===== config.mk =====
export PLATFORM = sky130hd
export DESIGN_NAME = icache_fill_responder
export DESIGN_NICKNAME = d
export VERILOG_FILES = /design/src/rtl/icache_fill_responder.sv
export SDC_FILE = /design/constraint.sdc
export NUM_CORES = 1
export LEC_CHECK = 0
export ABC_AREA = 1
export BUFFER_PORTS_ARGS = -buffer_cell sky130_fd_sc_hd__buf_2
export CORE_MARGIN = 10
export CORE_UTILIZATION = 50
export CTS_BUF_LIST = sky130_fd_sc_hd__clkbuf_4 sky130_fd_sc_hd__clkbuf_8 sky130_fd_sc_hd__clkbuf_16
export CTS_CLUSTER_DIAMETER = 60
export DETAILED_ROUTE_END_ITERATION = 8
export PLACE_DENSITY = 0.72
export SLEW_MARGIN = 10
export SYNTH_ARGS = -nofsm -noshare
export SYNTH_HDL_FRONTEND = slang
export SYNTH_SLANG_ARGS = --single-unit

===== constraint.sdc =====
create_clock -name sdram_clk -period 3.5 [get_ports sdram_clk]
set_input_delay 0.7 -clock sdram_clk [delete_from_list [all_inputs] [get_ports sdram_clk]]
set_output_delay 0.7 -clock sdram_clk [all_outputs]
set_load 0.01 [all_outputs]

===== src/rtl/icache_fill_responder.sv =====
// icache_fill_responder
//
// SDRAM-side responder for instruction-cache line fills. When the cache asks for a
// line, the block issues LINE_WORDS single-word reads to the SDRAM controller, one
// at a time, and buffers the returned words. Once the whole line is held locally it
// replays it to the cache as one gap-free burst, so controller stalls never show up
// inside the burst.
//
// Ports:
//   sdram_clk    sole clock, rising edge
//   reset        asynchronous, active-high reset
//   icache_ren   level fill request from the cache, held until the first ack
//   icache_addr  word address of the request; only [ADDR_W-1:0] is used, line-aligned
//   sdram_in     line data to the cache, word k on burst cycle k
//   sdram_ack    high for exactly LINE_WORDS consecutive cycles per fill
//   mem_req      read request to the controller, stable until mem_gnt
//   mem_addr     word address of the current read
//   mem_gnt      controller accepted mem_req this cycle
//   mem_rvalid   read data valid
//   mem_rdata    read data
//   busy         high whenever the block is not idle
//
// LINE_WORDS must be a power of two and at least 2.

module icache_fill_responder #(
    parameter int unsigned LINE_WORDS = 16,
    parameter int unsigned ADDR_W     = 21
) (
    input  logic              sdram_clk,
    input  logic              reset,
    input  logic              icache_ren,
    input  logic [31:0]       icache_addr,
    output logic [31:0]       sdram_in,
    output logic              sdram_ack,
    output logic              mem_req,
    output logic [ADDR_W-1:0] mem_addr,
    input  logic              mem_gnt,
    input  logic              mem_rvalid,
    input  logic [31:0]       mem_rdata,
    output logic              busy
);

    localparam int unsigned       OFF_W    = $clog2(LINE_WORDS);
    localparam int unsigned       CNT_W    = OFF_W + 1;
    localparam logic [CNT_W-1:0]  FULL     = CNT_W'(LINE_WORDS);
    localparam logic [CNT_W-1:0]  LAST     = CNT_W'(LINE_WORDS - 1);
    localparam logic [ADDR_W-1:0] OFF_MASK = ADDR_W'(LINE_WORDS - 1);

    typedef enum logic [2:0] {
        StIdle,
        StFetch,
        StStream,
        StWaitLow,
        StAbort
    } state_e;

    state_e            state_q, state_d;
    logic [ADDR_W-1:0] base_q, base_d;
    logic [CNT_W-1:0]  rq_q, rq_d;     // requests granted
    logic [CNT_W-1:0]  rx_q, rx_d;     // words received
    logic [CNT_W-1:0]  tx_q, tx_d;     // index of the word currently on sdram_in
    logic              req_q, req_d;
    logic [ADDR_W-1:0] addr_q, addr_d;
    logic              outst_q, outst_d;
    logic              ack_q, ack_d;
    logic [31:0]       data_q, data_d;

    logic [31:0]       line_q [LINE_WORDS];
    logic              line_we;
    logic [OFF_W-1:0]  line_idx;
    logic [OFF_W-1:0]  tx_next;

    logic              granted;
    logic              pending;
    logic              accept;

    // Upper request address bits are intentionally ignored.
    logic unused_addr_hi;
    assign unused_addr_hi = ^icache_addr[31:ADDR_W];

    always_comb begin
        state_d  = state_q;
        base_d   = base_q;
        rq_d     = rq_q;
        rx_d     = rx_q;
        tx_d     = tx_q;
        req_d    = req_q;
        addr_d   = addr_q;
        outst_d  = outst_q;
        ack_d    = 1'b0;
        data_d   = data_q;
        line_we  = 1'b0;
        line_idx = rx_q[OFF_W-1:0];
        tx_next  = tx_q[OFF_W-1:0] + 1'b1;

        // A grant and its data may land in the same cycle; treat the read as
        // outstanding from the grant onward so both take effect.
        granted = req_q & mem_gnt;
        pending = outst_q | granted;
        accept  = mem_rvalid & pending;

        unique case (state_q)
            StIdle: begin
                if (icache_ren) begin
                    base_d  = icache_addr[ADDR_W-1:0] & ~OFF_MASK;
                    rq_d    = '0;
                    rx_d    = '0;
                    tx_d    = '0;
                    state_d = StFetch;
                end
            end

            StFetch: begin
                outst_d = pending & ~accept;
                if (granted) begin
                    req_d = 1'b0;
                    rq_d  = rq_q + 1'b1;
                end
                if (!icache_ren) begin
                    // Cache gave up: drop any ungranted request, drain the rest.
                    req_d   = 1'b0;
                    state_d = StAbort;
                end else begin
                    if (accept) begin
                        line_we = 1'b1;
                        rx_d    = rx_q + 1'b1;
                    end
                    if (rx_d == FULL) begin
                        // Word 0 is already buffered, so the burst starts right away.
                        state_d = StStream;
                        tx_d    = '0;
                        ack_d   = 1'b1;
                        data_d  = line_q[0];
                    end else if (!req_q && !outst_q && (rq_q < FULL)) begin
                        req_d  = 1'b1;
                        addr_d = base_q + ADDR_W'(rq_q);
                    end
                end
            end

            StStream: begin
                if (tx_q == LAST) begin
                    state_d = StWaitLow;
                end else begin
                    ack_d  = 1'b1;
                    tx_d   = tx_q + 1'b1;
                    data_d = line_q[tx_next];
                end
            end

            StWaitLow: begin
                // A request still held from the finished fill must not restart one.
                if (!icache_ren) begin
                    state_d = StIdle;
                end
            end

            StAbort: begin
                req_d   = 1'b0;
                outst_d = pending & ~accept;
                if (!outst_d) begin
                    state_d = StIdle;
                end
            end

            default: begin
                state_d = StIdle;
            end
        endcase
    end

    always_ff @(posedge sdram_clk or posedge reset) begin
        if (reset) begin
            state_q <= StIdle;
            base_q  <= '0;
            rq_q    <= '0;
            rx_q    <= '0;
            tx_q    <= '0;
            req_q   <= 1'b0;
            addr_q  <= '0;
            outst_q <= 1'b0;
            ack_q   <= 1'b0;
            data_q  <= '0;
        end else begin
            state_q <= state_d;
            base_q  <= base_d;
            rq_q    <= rq_d;
            rx_q    <= rx_d;
            tx_q    <= tx_d;
            req_q   <= req_d;
            addr_q  <= addr_d;
            outst_q <= outst_d;
            ack_q   <= ack_d;
            data_q  <= data_d;
        end
    end

    // Line buffer needs no reset: it is always written before it is read.
    always_ff @(posedge sdram_clk) begin
        if (line_we) begin
            line_q[line_idx] <= mem_rdata;
        end
    end

    assign sdram_in  = data_q;
    assign sdram_ack = ack_q;
    assign mem_req   = req_q;
    assign mem_addr  = addr_q;
    assign busy      = (state_q != StIdle);

endmodule


# Word-level counts from Yosys, hierarchy flattened
# Memory sizes are Yosys's and may differ from the RTL's.
# Index checks and enable logic that the tools add are counted.
# word_totals
reg_bits,91
mem_bits_rw,512
in_bits,69
memories,1
# mem_list
memory,depth,width,read_ports,rd_ports_with_merged_regs,wr,line,rtl
line_q,16,32,2,0,1,68,logic [31:0] line_q [LINE_WORDS];
# op_classes
n_addsub,5
order_cmp,1
eq_ne,15
mux,37
bitwise_logic,6
n_reduce_logical,18
# op_table
op,count
2-to-1 mux 32 bit,3
case mux 32 bit (2 select lines),1
2-to-1 mux 5 bit,9
adder 21 x 5 -> 21 bit,1
case mux 5 bit (2 select lines),2
2-to-1 mux 3 bit,6
inequality test 2 bit (second input constant),8
adder 5 x 1 -> 5 bit (second input constant),3
case mux 3 bit (5 select lines),1
case mux 5 bit (3 select lines),1
2-to-1 mux 1 bit,12
AND reduction 5 bit,2
AND reduction 4 bit,2
== test 3 x 2 -> 1 bit (second input constant),2
AND reduction 3 bit,2
nonzero test 2 bit,3
nonzero test 3 bit,2
== test 5 x 4 -> 1 bit (second input constant),1
== test 5 bit (second input constant),1
less-than comparator 5 bit (second input constant),1
adder 4 x 1 -> 4 bit (second input constant),1
case mux 1 bit (2 select lines),2
bitwise AND 1 bit,3
== test 3 x 1 -> 1 bit (second input constant),1
9 further kinds,12

# Longest topological paths before layout
# depth
ltp_word,10
depth_mapped,13

# Least setup slack after synthesis
# No wires, ideal clock.
# synth_timing
path_type,input-to-reg
from,in icache_ren
to,mem line_q[15][0] (enable)
arrival_ps,3217
required_ps,3039
path_slack_ps,-178
cell_stages,4
path_buffers,0
path_cell_list,inv_1 > nor2_4 > inv_2 > nor3_1
# synth_via
elab_chain_cells,4
# synth_rtl
item,line,rtl
from (decl),31,"input logic icache_ren,"
2-to-1 mux 1 bit,119,if (!icache_ren) begin
2-to-1 mux 1 bit,102,unique case (state_q)
2-to-1 mux 1 bit,200,if (line_we) begin
2-to-1 mux 1 bit (implied by the code),201,line_q[line_idx] <= mem_rdata;
to (decl),68,
# No other way between the ends.

# Worst setup path after layout
# layout_timing
from,reg tx_q[0]
to,"reg data_q[15], in the netlist sdram_in[15]"
# layout_via
elab_chain_cells,4
# layout_rtl
item,line,rtl
from (decl),61,"logic [CNT_W-1:0] tx_q, tx_d;"
from (signal assigned),189,tx_q <= tx_d;
adder 4 x 1 -> 4 bit,94,tx_next = tx_q[OFF_W-1:0] + 1'b1;
memory (16 x 32 bit),-,
2-to-1 mux 32 bit,142,if (tx_q == LAST) begin
case mux 32 bit (2 select lines),102,
to (signal assigned),194,data_q <= data_d;
to (decl),66,"logic [31:0] data_q, data_d;"
# Several ways; a longest one is shown, not always the timed one. The select of a mux whose other input is x is not followed.
# A chain may end at the register's enable or synchronous reset.

==> flow_summary.toml <==
[outcome]
outcome = "complete, no violations"

[global_routing]
track_usage_pct = 19.7
antenna_found_initial = 1
grt_first_pass_wirelength_mm = 91.9
grt_max_degree = 117
grt_pass1_vias = 16300
grt-ovfl-total = 0

[setup_path]
critPathSlowestCell = "buf_4"
cp.depth = 8
cp_num_buf_inv = 2
worstSetupStartpointType = "register"
crit_required_ns = 4.06
reg2reg_depth = 8
cp_top_family = "buffers and inverters"
crit_path_cell_trace = "buf_4 > buf_4 > o21ai_0 > o211ai_1 > nand3_1 > nand3_1 > nand2_1 > nand2_1"
worstSetupPathType = "reg2reg"
critical_path_arrival_ns = 3.44
crit_path_end_kind = "register"
cp_slowest_stage_delay_ns = 0.83
worstPathMaxFanout = 85

[synth]
synth_compound_area_share_pct = 8.04
ys_seq_area_share_pct = 71.4
synth-simple-area-share_pct = 16.2
syn_area_um2 = 24700
synth_xor_area_share_pct = 0.708
yosysWarnings = 0
synth_fa_ha_area_share_pct = 0.455
synth_nets = 2193
synth-seq-cells = 603
syn_avg_cell_area_um2 = 11.7
synthMuxAreaShare_pct = 0
ys_types = 34
synth_top_family_by_area = "simple AND/OR/NAND/NOR gates"
postSynthCellCount = 2115

[routing]
ant_nets = 0
wl_per_cell_um = 20.2
routed_wl_mm = 58.9
firstDrtPassIters = 6
viasPerCell = 5.64
first_iter_violations = 1583
vias = 16500
drc_errors = 0

[finish]
final_cell_mix = "edfxtp_1, nor2_1, o21ai_0"
nets = 2282
drive_gt1_share_pct = 14.6
fillers = 3844
syn2layout_area_growth_pct = 13.7
fin_cells = 2918
antenna_cells = 0
mostFrequentLayoutCell = "edfxtp_1"

[clock_tree]
cts_setup_buffers = 0
clkTransAtPathRegs_ns = 0.06
hold_buffers = 0
cts_resized = 0
cts_root_buf = "clkbuf_16"
clk_latency_ns = 0.63
cts_buffers = 59
cts.htree.levels = 2
clkSinkCount = 603
ctsLongestPathBuffers = 3
cts_tree = "built"

[pwr]
p_total_uw = 20900
clock_power_share_pct = 30.7
p_int_uw = 13900
switchingPower_uw = 6980
power_per_cell_area_nw_per_um2 = 743
vdd_drop_max_v = 0.000438
combPwrFrac_pct = 28.4
seq_power_share_pct = 40.9
p_leak_uw = 0.0102
swShare_pct = 33.4

[timing]
hold_viol = 0
fin_crit_ns = 2.88
rsz0062_at_grt = "false"
max_slew_margin_pct = 35.2
fmax_mhz = 347
drv_slew = 0
fin_skew_ns = 0.0169
worst_pin_slew_ns = 0.972
timing.final.crit_share_pct = 82.4
finalSetupViolations = 0
tns_ns = 0

[floorplan]
initial_core_util_pct = 50.5
die_w_um = 242
die_area_um2 = 58800
rows = 81
die_y_um = 242
core-area_um2 = 49000
ios = 125

[place]
place_inst = 2807
portBuffers = 109
gp_congestion = 0.859
hpwl_mm = 31.9

[flow_run]
max_cap_viol_count = 0

[worst_hold_path]
min_path_type = "in2async"
==> power by group through the flow <==
stage	clock [µW]	sequential (µW)	combinational [µW]
after floorplan	0	8780	4150
after global placement	0	8670	5710
after detailed placement	0	8690	5890
after CTS	6510	8550	5940
after global routing	6820	8610	6670
final	6420	8550	5930
==> sequential cells by signal, indices dropped and copies added (netlist names) <==
register   flops
rx_q           5
line_q       512
sdram_ack      1
mem_req        1
rq_q           5
mem_addr      21
tx_q           5
state_q        3
sdram_in      32
base_q        17
outst_q        1
==> final timing paths <==
path	from	to	slack (ns)
worst min-delay path	reset	sdram_in[30]$_DFFE_PP0P_	0.21
worst min register to register	sdram_in[23]$_DFFE_PP0P_	sdram_in[23]$_DFFE_PP0P_	0.48
min in group sdram_clk	icache_addr[4]	base_q[4]$_DFFE_PP0P_	0.29
max in group asynchronous	reset	mem_addr[17]$_DFFE_PP0P_	2.48
worst max register to register	tx_q[0]$_DFFE_PP0P_	sdram_in[15]$_DFFE_PP0P_	0.62
worst max-delay path	tx_q[0]$_DFFE_PP0P_	sdram_in[15]$_DFFE_PP0P_	0.62
==> area by class of cell <==
type	count	area, µm²	area share (%)
clock inverter	22	219	0.779
sequential	603	17700	62.8
timing repair buffer	149	996	3.54
inverter	41	161	0.574
clock buffer	89	1810	6.42
tap	664	831	2.95
multi-input combinational	1350	6460	23.0
==> per-stage QoR <==
step / setup WS, ns / util [%] / area [µm²] / hold WS (ns)
CTS: 0.633 / 57.5 / 28100 / 0.229
global placement: 0.778 / 53.3 / 26100 / 0.454
floorplan: 0.436 / - / 24700 / 0.442
detailed placement: 0.680 / 53.3 / 26100 / 0.460
global route: 0.473 / 57.5 / 28100 / 0.276
finish: 0.617 / 57.5 / 28100 / 0.213
==> logic make-up (layout without fill, tap and decap cells) <==
logic type,count (synthesis),count (layout)
xor gates and xnor gates,20,20
and+or+nand+nor,967,967
buffers and inverters,162,301
AOI/OAI and AO/OA,354,354
adders and majority gates,9,9
DFF,603,603
==> routing by layer <==
metal | track usage [%] | wire, µm
met4 | 6.14 | 1390
met2 | 32.2 | 28000
met1 | 26.2 | 24700
met5 | 0 | 0
met3 | 3.63 | 4850
==> cell usage after synthesis (all sizes together) <==
library cell | count | area share, %
a21o | 1 | 0.030
a21oi | 4 | 0.081
and3 | 1 | 0.025
buf | 71 | 1.8
clkbuf | 50 | 0.76
clkinv | 1 | 0.015
dfrtp | 91 | 9.2
edfxtp | 512 | 62
ha | 9 | 0.46
inv | 40 | 0.61
nand2 | 275 | 4.4
nand3 | 188 | 3.8
nand3b | 1 | 0.030
nand4 | 9 | 0.23
nor2 | 482 | 7.4
nor3 | 8 | 0.16
nor4 | 1 | 0.051
o211ai | 63 | 1.9
o21ai | 283 | 5.9
o22ai | 3 | 0.076
or2 | 2 | 0.051
xnor2 | 4 | 0.14
xor2 | 16 | 0.57
Note: power is estimated with default switching activity, not from simulation.
